## config.mk

```make
export PLATFORM = sky130hd
export DESIGN_NAME = softmax_max_sub
export DESIGN_NICKNAME = d
export VERILOG_FILES = /design/src/rtl/softmax_max_sub.sv
export SDC_FILE = /design/constraint.sdc
export NUM_CORES = 1
export LEC_CHECK = 0
export ABC_CLOCK_PERIOD_IN_PS = 5970
export BUFFER_PORTS_ARGS = -buffer_cell sky130_fd_sc_hd__buf_2
export CORE_MARGIN = 2
export CORE_UTILIZATION = 56
export DETAILED_ROUTE_END_ITERATION = 10
export PLACE_DENSITY = 0.82
export SKIP_LAST_GASP = 1
export SYNTH_ARGS = -nofsm -noshare
export SYNTH_HDL_FRONTEND = slang
export SYNTH_SLANG_ARGS = --single-unit
```

## constraint.sdc

```tcl
create_clock -name I_CLK -period 5.97 [get_ports I_CLK]
set_input_delay 0.8955 -clock I_CLK [delete_from_list [all_inputs] [get_ports I_CLK]]
set_output_delay 0.8955 -clock I_CLK [all_outputs]
set_load 0.1 [all_outputs]
```

## src/rtl/softmax_max_sub.sv

```systemverilog
// Softmax pre-stage: buffers one row of Q2.13 scores, tracks the row maximum,
// then streams each score minus that maximum (saturating). Option: SOFTMAX_ROWMAX_OUT_EN.
module softmax_max_sub #(
    parameter int ROW_LEN = 16,
    parameter int DW      = 16
) (
    input  logic          I_CLK,
    input  logic          I_RST,
    input  logic          I_VALID,
    input  logic [DW-1:0] I_DATA,
    output logic          O_READY,
    output logic          O_VALID,
    output logic [DW-1:0] O_DATA,
    output logic          O_LAST,
`ifdef SOFTMAX_ROWMAX_OUT_EN
    input  logic          I_READY,
    output logic [DW-1:0] O_ROW_MAX
`else
    input  logic          I_READY
`endif
);

    localparam int            IW       = (ROW_LEN > 1) ? $clog2(ROW_LEN) : 1;
    localparam logic [IW-1:0] LAST_IDX = IW'(ROW_LEN - 1);
    localparam logic [DW-1:0] MIN_VAL  = {1'b1, {(DW-1){1'b0}}};

    typedef enum logic {LOAD, DRAIN} state_e;

    state_e        state_q, state_d;
    logic [IW-1:0] wr_idx_q, wr_idx_d;
    logic [IW-1:0] rd_idx_q, rd_idx_d;
    logic [DW-1:0] max_q, max_d;
    logic [DW-1:0] data_q, data_d;
    logic [DW-1:0] mem_q [ROW_LEN];
    logic [DW-1:0] mem_d [ROW_LEN];

    logic in_hs;
    logic out_hs;

    // One extra bit of headroom; only the negative side can overflow in practice.
    function automatic logic [DW-1:0] sat_sub(input logic [DW-1:0] a, input logic [DW-1:0] b);
        logic [DW:0] diff;
        diff = {a[DW-1], a} - {b[DW-1], b};
        if (diff[DW] != diff[DW-1])
            sat_sub = diff[DW] ? MIN_VAL : ~MIN_VAL;
        else
            sat_sub = diff[DW-1:0];
    endfunction

    // State register
    always_ff @(posedge I_CLK) begin
        if (I_RST)
            state_q <= LOAD;
        else
            state_q <= state_d;
    end

    // Next-state logic
    always_comb begin
        state_d = state_q;
        case (state_q)
            LOAD:    if (I_VALID && (wr_idx_q == LAST_IDX)) state_d = DRAIN;
            DRAIN:   if (I_READY && (rd_idx_q == LAST_IDX)) state_d = LOAD;
            default: state_d = LOAD;
        endcase
    end

    // Output decode
    always_comb begin
        O_READY = (state_q == LOAD);
        O_VALID = (state_q == DRAIN);
        O_LAST  = (state_q == DRAIN) && (rd_idx_q == LAST_IDX);
        O_DATA  = data_q;
    end

`ifdef SOFTMAX_ROWMAX_OUT_EN
    assign O_ROW_MAX = max_q;
`endif

    assign in_hs  = O_READY & I_VALID;
    assign out_hs = O_VALID & I_READY;

    // Datapath
    always_comb begin
        mem_d    = mem_q;
        wr_idx_d = wr_idx_q;
        rd_idx_d = rd_idx_q;
        max_d    = max_q;
        data_d   = data_q;

        if (in_hs) begin
            mem_d[wr_idx_q] = I_DATA;
            if ((wr_idx_q == '0) || ($signed(I_DATA) > $signed(max_q)))
                max_d = I_DATA;
            // Element 0 is already buffered, so the first output is ready on entry to DRAIN.
            if (wr_idx_q == LAST_IDX) begin
                wr_idx_d = '0;
                data_d   = sat_sub(mem_q[0], max_d);
            end else begin
                wr_idx_d = wr_idx_q + 1'b1;
            end
        end

        if (out_hs) begin
            if (rd_idx_q == LAST_IDX) begin
                rd_idx_d = '0;
            end else begin
                rd_idx_d = rd_idx_q + 1'b1;
                data_d   = sat_sub(mem_q[rd_idx_d], max_q);
            end
        end
    end

    always_ff @(posedge I_CLK) begin
        if (I_RST) begin
            wr_idx_q <= '0;
            rd_idx_q <= '0;
            max_q    <= MIN_VAL;
            data_q   <= '0;
        end else begin
            wr_idx_q <= wr_idx_d;
            rd_idx_q <= rd_idx_d;
            max_q    <= max_d;
            data_q   <= data_d;
        end
    end

    // Row buffer is never cleared; stale entries are always overwritten before use.
    always_ff @(posedge I_CLK) begin
        mem_q <= mem_d;
    end

endmodule

```

# Word level (Yosys, flattened, before mapping)
# Cells that the tools add are included.
# classes
bitwise,5
n_addsub,4
n_reduce_logical,6
mux,21
n_eq_ne,4
n_lt_le_gt_ge,4
# op_table
operator,n
bitwise mux 256 bit,1
2-to-1 mux 16 bit,13
binary-select mux 16 bit (select 4 bit),1
demux 16 bit (select 4 bit),1
subtractor 16 x 16 -> 17 bit,2
> comparator 16 bit,1
>= comparator 5 bit (second input constant),2
NOT 4 -> 5 bit,2
adder 4 x 1 -> 4 bit (second input constant),2
equality test 4 bit (second input constant),2
2-to-1 mux 4 bit,2
< comparator 5 x 1 -> 1 bit (second input constant),1
logical AND 1 bit,4
logical NOT 4 bit,1
bitwise AND 1 bit,2
2-to-1 mux 1 bit,2
!= test 1 bit,2
case mux 1 bit (2 select lines),1
logical OR 1 bit,1
NOT 1 bit,1
# totals
output_inout_bits,19
register_bits,297
input_bits,20

# Depth between registers and ports, before layout
# Gate-level depths: netlist (run 1).
# logic_depth
word_depth,11
ltp_mapped,24
mapped_depth_nobuf,22

# Worst setup path before layout (run 1)
# Ideal clock, no wire load.
# synth_timing
kind,input -> register
start,in I_DATA[7]
end,reg data_q[8] (netlist: O_DATA[8])
setup_slack_ns,0.329
t_required_ns,5.882
arrival_time_ns,5.553
path_stages,22
cell_sequence,ha_1 and4_1 nand4_1 o41ai_2 o221ai_2 nor2_4 clkbuf_1 o21ai_0 ha_1 inv_1 fa_1 a21o_1 a2111oi_0 or2_1 a2111oi_0 or3b_1 nand3_1 a21oi_1 a211oi_4 buf_6 nand2_1 a311oi_2
# synth_between
elab_chain_len,11
elab_cells_between_ends,12
classes_between,add/sub: 1; order compare: 1; eq/ne: 1; mux: 8; reduce/logical: 1
# synth_lines
element,line_no,text
"start, declared",10,"input logic [DW-1:0] I_DATA,"
> comparator 16 bit,93,if ((wr_idx_q == '0) || ($signed(I_DATA) > $signed(max_q)))
logical OR 1 bit,93,
2-to-1 mux 16 bit (*),93,
2-to-1 mux 16 bit (*),91,if (in_hs) begin
subtractor 16 x 16 -> 17 bit (*),43,"diff = {a[DW-1], a} - {b[DW-1], b};"
2-to-1 mux 16 bit or != test 1 bit (tied branches),"45, 44",
2-to-1 mux 16 bit (*),44,if (diff[DW] != diff[DW-1])
2-to-1 mux 16 bit (*),96,if (wr_idx_q == LAST_IDX) begin
2-to-1 mux 16 bit (*),91,
2-to-1 mux 16 bit,105,if (rd_idx_q == LAST_IDX) begin
2-to-1 mux 16 bit (*),104,if (out_hs) begin
"end signal, assigned",124,data_q <= data_d;
"end, declared",33,"logic [DW-1:0] data_q, data_d;"
# Mark *: on every way between the ends. The rest lies on a longest branch, timed or not. The select of a mux whose other input is x is not followed.
# A chain may end at the register's enable or synchronous reset.

# Worst setup path in the final report (run 1)
# layout_timing
start,reg max_q[6]
end,reg data_q[5] (netlist: O_DATA[5])
# layout_between
elab_chain_len,11
elab_cells_between_ends,16
classes_between,add/sub: 2; order compare: 1; eq/ne: 2; mux: 10; reduce/logical: 1
# layout_lines
element,line_no,text
"start, declared",32,"logic [DW-1:0] max_q, max_d;"
"start signal, assigned",123,max_q <= max_d;
> comparator 16 bit,93,
logical OR 1 bit,93,
2-to-1 mux 16 bit,93,
2-to-1 mux 16 bit,91,
subtractor 16 x 16 -> 17 bit,43,
2-to-1 mux 16 bit or != test 1 bit (tied branches),"45, 44",
2-to-1 mux 16 bit,44,
2-to-1 mux 16 bit,96,
2-to-1 mux 16 bit,91,
2-to-1 mux 16 bit,105,
2-to-1 mux 16 bit (*),104,
# Marks and branches as above.

==> summary.txt, run 1 <==
Setup path
  – Worst-path maximum fanout: 14
  – Type of the worst setup path: reg -> reg
  – Worst-case reg-to-reg path depth: 21
  – FF-to-FF setup slack: around 390 ps
  – Critical path startpoint category: flip-flop
  – Critical path capture point type: flip-flop
  – Critical path arrival: approximately 6100 ps
  – Reg-to-reg critical path startpoint: max_q[6]
  – RR Endpoint: O_DATA[5]
  – CP required: approximately 6400 ps

Routing
  – Count of nets left with antenna violations after detail routing: 0
  – Initial DRC count: 983
  – Via-per-instance ratio: roughly 6.3
  – Wire length on met3: approximately 3.4 mm
  – Drt wl/cell: roughly 25 um
  – Top metal layer carrying routed signals: met4
  – Post-Route WL: 33.0 mm
  – Met1 wire length: 13.2 mm
  – First drt pass iteration count: 6
  – # DRC: 0
  – Detailed-route via count: slightly above 8,000
  – Total met2 wirelength after detailed routing: 15.4 mm

STA
  – Fmax: 179 MHz
  – Final worst path period share: 0.935
  – Unrepaired setup endpoints after global routing: false
  – Least-Margin Pin Slew: roughly 1100 ps
  – Clock skew after layout: 33.2 ps
  – Final slew viol count: 0
  – Worst Hold Slack: between 400 and 500 ps
  – Final Hold Violating Endpoints: 0
  – Relative max-transition margin: 0.244
  – Number of setup violations in the final report: 0
  – Final critical-path required period: about 5600 ps
  – Crit path setup slack, layout: approximately 390 ps

Final layout
  – Number of fill cells: 1,698
  – Most common cell after layout, fill and taps aside: sky130_fd_sc_hd__edfxtp_1
  – Post-layout utilization of the core: 0.641
  – Ratio of cells with drive above 1 in the final layout: 0.236
  – Commonest cells after routing, fill and taps aside: sky130_fd_sc_hd__edfxtp_1 (256), sky130_fd_sc_hd__mux4_2 (80), sky130_fd_sc_hd__nor2_1 (64), sky130_fd_sc_hd__ha_1 (51), sky130_fd_sc_hd__buf_4 (43)
  – # nets final: between 1,000 and 1,500
  – Area overhead of the layout relative to synthesis: 13.3%

Placement
  – Number of I/O port buffers: 38
  – Gp weighted congestion: 0.900
  – Post-DP HPWL: 21.7 mm
  – Placement-stage worst setup slack: -4.47 ps

Die
  – X dimension of the die: 160 um
  – Number of top-level design ports: 39
  – Die ar.: 25,600 um2
  – Std-Cell Core Area: approximately 24,000 um2
  – Floorplan row count: 57
  – Floorplan die height: ~160 um
  – Effective utilization at floorplan: 0.566

Pwr
  – Power per unit of standard cell area: 300 nW/um2
  – Leakage power summed over all cells: approximately 5.3 nW
  – Worst voltage drop across the vdd grid: roughly 0.00024 V

Status
  – Outcome: finished, final reports clean

Logic synthesis
  – Synth Net Count: 951
  – Count of state elements after synthesis: 297
  – Post-synthesis cell area: between 10,000 and 15,000 um2
  – Ys async rst share: 0
  – Register area share after synthesis: 0.624
  – Distinct cell type count of the synthesized netlist: 63
  – Library cell occupying the most area in the post-synthesis netlist: sky130_fd_sc_hd__edfxtp_1
  – Syn. warnings: 0
  – Syn avg cell area: between 15 and 20 um2
  – Count of flip-flops with a built-in enable after synthesis: about 260
  – Area share of the leading cell type in the synthesized netlist: 0.563
  – Cell types occupying the most area after synthesis: sky130_fd_sc_hd__edfxtp_1 (56%), sky130_fd_sc_hd__mux4_2 (13%), sky130_fd_sc_hd__dfxtp_1 (6.0%)
  – Post-Syn Instances: 877
  – Top_reg_cell synth: sky130_fd_sc_hd__edfxtp_1

Run
  – MaxCap Viol Count: 0

Global routing
  – Global-route total usage across every layer: 0.264
  – First-pass GRT wire length: ~50 mm
  – Pin count of the biggest net entering global routing: slightly below 70
  – Vias in the first global route: between 8,000 and 9,000
  – Number of antenna violations at the first check in global routing: 1
  – Total overflow reported by the global router: 0

Clocking
  – Quantity of gates resized following cts: 0
  – CTS H-Tree Depth: 1
  – Number of buffers added by the clock tree synthesis step: 30
  – Clock tree from TritonCTS: built
  – Quantity of hold-fixing buffers added after cts: 0
  – Bufs on Longest Clock Path: 3
  – Clock root buffer: sky130_fd_sc_hd__clkbuf_16
  – Clock transition at the register clock pins on the worst setup and hold paths after CTS: 60 ps
  – Post-CTS setup buffers: 0
  – Clock sink total: between 200 and 300
  – Clock network latency to the later pin of the worst-skew pair: 580 ps

Min path
  – Worst min-delay path endpoint: O_DATA[13]
  – Hold/Removal Path Class: reg -> reg
  – Startpoint of the lowest-slack hold path: O_DATA[13]
  – Worst Hold Path Cells: 2
## through the flow
step | power (mW) | instances | setup TNS [ps] | instance area [um2]
finish | 4.64 | 1303 | 0 | 15500
global route | 4.78 | 1302 | 0 | 15500
CTS | 4.65 | 1302 | 0 | 15500
detailed placement | 2.83 | 1248 | -4.47 | 14500
global placement | 2.82 | 1248 | 0 | 14500
floorplan | 2.67 | 877 | 0 | 13600
## where the power goes
part	internal [mW]	switching, mW	leakage (nW)
Sequential	2.28	0.0216	2.65
Combinational	0.192	0.311	2.14
Clock	1.05	0.773	0.462
## Yosys cell counts, types with 5 or more instances
master and instances:
sky130_fd_sc_hd__edfxtp_1 256, sky130_fd_sc_hd__mux4_2 80, sky130_fd_sc_hd__nor2_1 65, sky130_fd_sc_hd__ha_1 52, sky130_fd_sc_hd__nand2_1 42, sky130_fd_sc_hd__a21oi_1 41
sky130_fd_sc_hd__dfxtp_1 41, sky130_fd_sc_hd__inv_1 38, sky130_fd_sc_hd__clkbuf_1 27, sky130_fd_sc_hd__xnor2_1 19, sky130_fd_sc_hd__a211oi_1 18, sky130_fd_sc_hd__mux2i_1 17
sky130_fd_sc_hd__nor3_1 16, sky130_fd_sc_hd__nand3_1 13, sky130_fd_sc_hd__o21a_1 12, sky130_fd_sc_hd__o21ai_0 10, sky130_fd_sc_hd__a21o_1 8, sky130_fd_sc_hd__o21ai_1 8
sky130_fd_sc_hd__xor2_1 8, sky130_fd_sc_hd__buf_1 7, sky130_fd_sc_hd__nand2b_1 7, sky130_fd_sc_hd__a311oi_1 6, sky130_fd_sc_hd__a31oi_1 6, sky130_fd_sc_hd__nand4_1 6
sky130_fd_sc_hd__nor2b_1 6, sky130_fd_sc_hd__a211oi_2 5
## area by class of cell
cell class	instances	area, um2	share of cell area
diodes	1	2.50	0.000162
clock buffers	37	777	0.0503
clock inverters	17	178	0.0115
inverters	39	146	0.00947
multi-input cells	506	4900	0.317
flip-flops and latches	297	8510	0.551
well taps	324	405	0.0262
repair buffers	82	533	0.0345
## worst max path at each step
stage | start | depth (start not counted) | slack (ps) | to
2_1_floorplan | I_DATA[7] | 22 | 330 | O_DATA[8]
3_3_place_gp | I_DATA[7] | 21 | 190 | O_DATA[5]
3_5_place_dp | I_DATA[7] | 21 | -4 | O_DATA[5]
4_1_cts | max_q[6] | 21 | 480 | O_DATA[5]
5_1_grt | max_q[6] | 21 | 130 | O_DATA[2]
6_report | max_q[6] | 21 | 390 | O_DATA[5]
## state kept, by name, summed over array words and instances, names as in the netlist
register  cells
rd_idx_q      4
max_q        16
O_DATA       16
wr_idx_q      4
mem_q       256
O_VALID       1
## per-layer routing
| layer | track usage | vias up |
|---|---|---|
| met5 | 0 | - |
| met4 | 0.0925 | 0 |
| met3 | 0.0556 | 72 |
| met2 | 0.412 | 461 |
| met1 | 0.374 | 4087 |
| li1 | - | 3618 |
## worst max-delay path, stage by stage, from the launching register on
cell                        delay (ps)
sky130_fd_sc_hd__dfxtp_1           360
sky130_fd_sc_hd__inv_1             120
sky130_fd_sc_hd__ha_1              320
sky130_fd_sc_hd__and4_1            300
sky130_fd_sc_hd__nand4_1           170
sky130_fd_sc_hd__o41ai_2           400
sky130_fd_sc_hd__o221ai_2          210
sky130_fd_sc_hd__nor2_4            270
sky130_fd_sc_hd__buf_4             220
sky130_fd_sc_hd__mux2i_1           280
sky130_fd_sc_hd__ha_1              210
sky130_fd_sc_hd__o21a_1            180
sky130_fd_sc_hd__o22ai_1            70
sky130_fd_sc_hd__or2_1             280
sky130_fd_sc_hd__a2111oi_0         440
sky130_fd_sc_hd__or3b_1            390
sky130_fd_sc_hd__nand3_1           190
sky130_fd_sc_hd__a21oi_1           170
sky130_fd_sc_hd__a211oi_4          270
sky130_fd_sc_hd__buf_4             260
sky130_fd_sc_hd__a22oi_1            90
sky130_fd_sc_hd__a211oi_1          270
## cell families after synthesis
| kind of cell | Yosys count | share of synthesized area |
|---|---|---|
| DFF | 297 | 0.624 |
| AOI/OAI and AO/OA | 150 | 0.0818 |
| adders and majority gates | 55 | 0.0514 |
| muxes | 97 | 0.145 |
| xor gates and xnor gates | 27 | 0.0173 |
| and+or+nand+nor | 177 | 0.0605 |
| buffers and inverters | 74 | 0.0209 |
Power figures use the tool's default switching activity.
==> run 2, diff against run 1 <==
ABC_AREA = 1   (was default)
ABC_CLOCK_PERIOD_IN_PS = 5850   (was 5970)
CORE_UTILIZATION = 57   (was 56)
PLACE_DENSITY = 0.8   (was 0.82)
SLEW_MARGIN = 20   (was default)
clock period = 5.85 ns   (was 5.97 ns; I/O delays follow)
==> summary.txt, run 2 <==
STA
  – Crit path setup slack, layout: 942 ps
  – Worst Hold Slack: ~480 ps
  – Number of setup violations in the final report: 0
  – Relative max-transition margin: 0.298
  – Final worst path period share: 0.839
  – Final Hold Violating Endpoints: 0
  – Clock skew after layout: between 15 and 20 ps
  – Final critical-path required period: between 4000 and 5000 ps
  – Least-Margin Pin Slew: around 1100 ps
  – Final slew viol count: 0
  – Unrepaired setup endpoints after global routing: false
  – Fmax: approximately 200 MHz
  – Total Negative Setup Slacks: 0 ps

Logic synthesis
  – Post-Syn Instances: approximately 1,200
  – Library cell occupying the most area in the post-synthesis netlist: sky130_fd_sc_hd__edfxtp_1
  – Post-synthesis cell area: 14,000 um2
  – Area share of the leading cell type in the synthesized netlist: 0.548
  – Count of flip-flops with a built-in enable after synthesis: around 260
  – Distinct cell type count of the synthesized netlist: 43
  – Syn avg cell area: approximately 11 um2
  – Synth Net Count: between 1,000 and 1,500
  – Syn. warnings: 0
  – Most frequent cell after synthesis: sky130_fd_sc_hd__edfxtp_1
  – Most common library cells after synthesis: sky130_fd_sc_hd__edfxtp_1 (256), sky130_fd_sc_hd__nand2_1 (151), sky130_fd_sc_hd__nor2_1 (122), sky130_fd_sc_hd__o21ai_0 (98), sky130_fd_sc_hd__inv_1 (93)
  – Cell types occupying the most area after synthesis: sky130_fd_sc_hd__edfxtp_1 (55%), sky130_fd_sc_hd__dfxtp_1 (5.9%), sky130_fd_sc_hd__ha_1 (4.6%)
  – Ys async rst share: 0
  – Count of state elements after synthesis: about 300
  – Register area share after synthesis: 0.607
  – Top_reg_cell synth: sky130_fd_sc_hd__edfxtp_1

Clocking
  – CTS H-Tree Depth: 1
  – Bufs on Longest Clock Path: 3
  – Post-CTS setup buffers: 0
  – Clock sink total: roughly 300
  – Clock transition at the register clock pins on the worst setup and hold paths after CTS: about 60 ps
  – Number of buffers added by the clock tree synthesis step: 31
  – Clock tree from TritonCTS: built
  – Quantity of gates resized following cts: 0
  – Clock root buffer: sky130_fd_sc_hd__clkbuf_16
  – Clock network latency to the later pin of the worst-skew pair: between 500 and 600 ps
  – Quantity of hold-fixing buffers added after cts: 0

Pwr
  – Share of total power in combinational logic: 0.121
  – Internal Pwr Total: between 3 and 4 mW
  – Leakage power summed over all cells: 5.76 nW
  – Power per unit of standard cell area: 314 nW/um2
  – Share of total power consumed by net switching: 0.248
  – Worst voltage drop across the vdd grid: around 0.00034 V
  – Net load switching power: approximately 1.2 mW
  – Clock power share: 0.404
  – Sequential Power Share: 0.475

Final layout
  – Most flop-heavy register: mem_q
  – Ratio of cells with drive above 1 in the final layout: 0.135
  – Post-layout utilization of the core: 0.649
  – Total area of sequential cells: around 8500 um2
  – Commonest cells after routing, fill and taps aside: sky130_fd_sc_hd__edfxtp_1 (256), sky130_fd_sc_hd__nand2_1 (151), sky130_fd_sc_hd__nor2_1 (122), sky130_fd_sc_hd__o21ai_0 (98), sky130_fd_sc_hd__inv_1 (92)
  – Number of fill cells: 1,861
  – Max FFs per register: 256
  – Multi-input logic area: 4920 um2
  – Most common cell after layout, fill and taps aside: sky130_fd_sc_hd__edfxtp_1
  – # nets final: 1,370
  – Post-route design area: ~16,000 um2
  – Final antenna diode count: 0
  – Area overhead of the layout relative to synthesis: 12.3%

Setup path
  – Reg-to-reg critical path startpoint: rd_idx_q[0]
  – Launching element of the worst setup path: rd_idx_q[0]
  – Capture point of the critical path: O_DATA[14]
  – RR Endpoint: O_DATA[14]
  – Worst-case reg-to-reg path depth: 26
  – Type of the worst setup path: reg -> reg
  – Maximum cell stage delay along the critical path: between 400 and 500 ps
  – Critical path arrival: approximately 5400 ps
  – Worst-path maximum fanout: ~110
  – Slowest cell on the critical path: sky130_fd_sc_hd__dfxtp_4
  – Cell family contributing the most delay on the critical path: simple AND/OR/NAND/NOR gates
  – FF-to-FF setup slack: between 900 and 1000 ps
  – Cell seen most often among critical-path stages: sky130_fd_sc_hd__nand2_1
  – Critical path capture point type: flip-flop
  – Critical path startpoint category: flip-flop
  – Bufs and invs on worst path: 5
  – CP required: 6290 ps
  – Number of stages on the worst setup path: 26

Routing
  – Initial DRC count: approximately 1,100
  – First drt pass iteration count: 6
  – Post-Route WL: between 30 and 40 mm
  – # DRC: 0
  – Via-per-instance ratio: ~6
  – Drt wl/cell: around 22 um
  – Detailed-route via count: between 9,000 and 10,000
  – Count of nets left with antenna violations after detail routing: 0

Global routing
  – First-pass GRT wire length: between 50 and 60 mm
  – Pin count of the biggest net entering global routing: roughly 110
  – Global-route total usage across every layer: 0.277
  – Number of antenna violations at the first check in global routing: 0
  – Total overflow reported by the global router: 0
  – Vias in the first global route: between 9,000 and 10,000

Die
  – X dimension of the die: about 160 um
  – Floorplan row count: 57
  – Floorplan die height: about 160 um
  – Effective utilization at floorplan: 0.578
  – Die ar.: approximately 26,000 um2
  – Std-Cell Core Area: approximately 24,000 um2
  – Number of top-level design ports: 39

Placement
  – Placement-stage worst setup slack: about 670 ps
  – Number of I/O port buffers: 38
  – Standard cell area after detailed placement: 14,700 um2
  – Post-DP HPWL: ~23 mm
  – Gp weighted congestion: between 0.9 and 1

Min path
  – Hold/Removal Path Class: reg -> reg

Run
  – MaxCap Viol Count: 0

Status
  – Outcome: finished, final reports clean
run 2: logic make-up (layout without fill, tap and decap cells):
family	Yosys count	in the layout	synth area share
simple gates	378	378	0.119
xor+xnor	27	27	0.0169
flops	297	297	0.607
fa+ha+maj	54	54	0.0493
mux	62	62	0.0443
compound gates	270	270	0.120
buf+inv	159	231	0.0431
run 2: worst min-delay path by stage:
stage	from	end	slack, ps	cells after the start
2_1_floorplan	max_q[15]	max_q[15]	440	2
3_5_place_dp	max_q[15]	max_q[15]	470	2
3_3_place_gp	max_q[15]	max_q[15]	450	2
6_report	max_q[15]	max_q[15]	480	2
5_1_grt	max_q[7]	max_q[7]	510	2
4_1_cts	max_q[15]	max_q[15]	480	2
run 2: worst min-delay path: stages, from the launching register on:
cell                      delay [ps]
sky130_fd_sc_hd__dfxtp_1         330
sky130_fd_sc_hd__a21oi_1          60
sky130_fd_sc_hd__o21ai_0          60
run 2: power groups by stage:
stage / clock network (mW) / registers [mW] / logic, mW
after global placement: 0 / 2.39 / 0.578
after CTS: 2.02 / 2.35 / 0.591
after floorplan: 0 / 2.39 / 0.416
final: 2.00 / 2.35 / 0.600
after global routing: 2.10 / 2.35 / 0.661
after detailed placement: 0 / 2.39 / 0.586
run 2: final cells by class:
class                      instances  area share
timing repair buffer              75      0.0305
clock inverter                    21      0.0158
sequential                       297       0.541
clock buffer                      35      0.0502
multi-input combinational        791       0.313
tap                              324      0.0258
inverter                         100      0.0240
run 2: layer usage:
layer | wire length, um | up-vias | GRT usage
li1 | - | 4606 | -
met1 | 14200 | 4769 | 0.359
met2 | 17700 | 448 | 0.489
met3 | 2460 | 83 | 0.0328
met4 | 1160 | 0 | 0.0897
met5 | 0 | - | 0
run 2: per-stage QoR:
step	instances	power, mW
3_5_place_dp	1587	2.98
5_1_grt	1643	5.11
4_1_cts	1643	4.95
3_3_place_gp	1587	2.97
6_report	1643	4.94
2_1_floorplan	1247	2.80
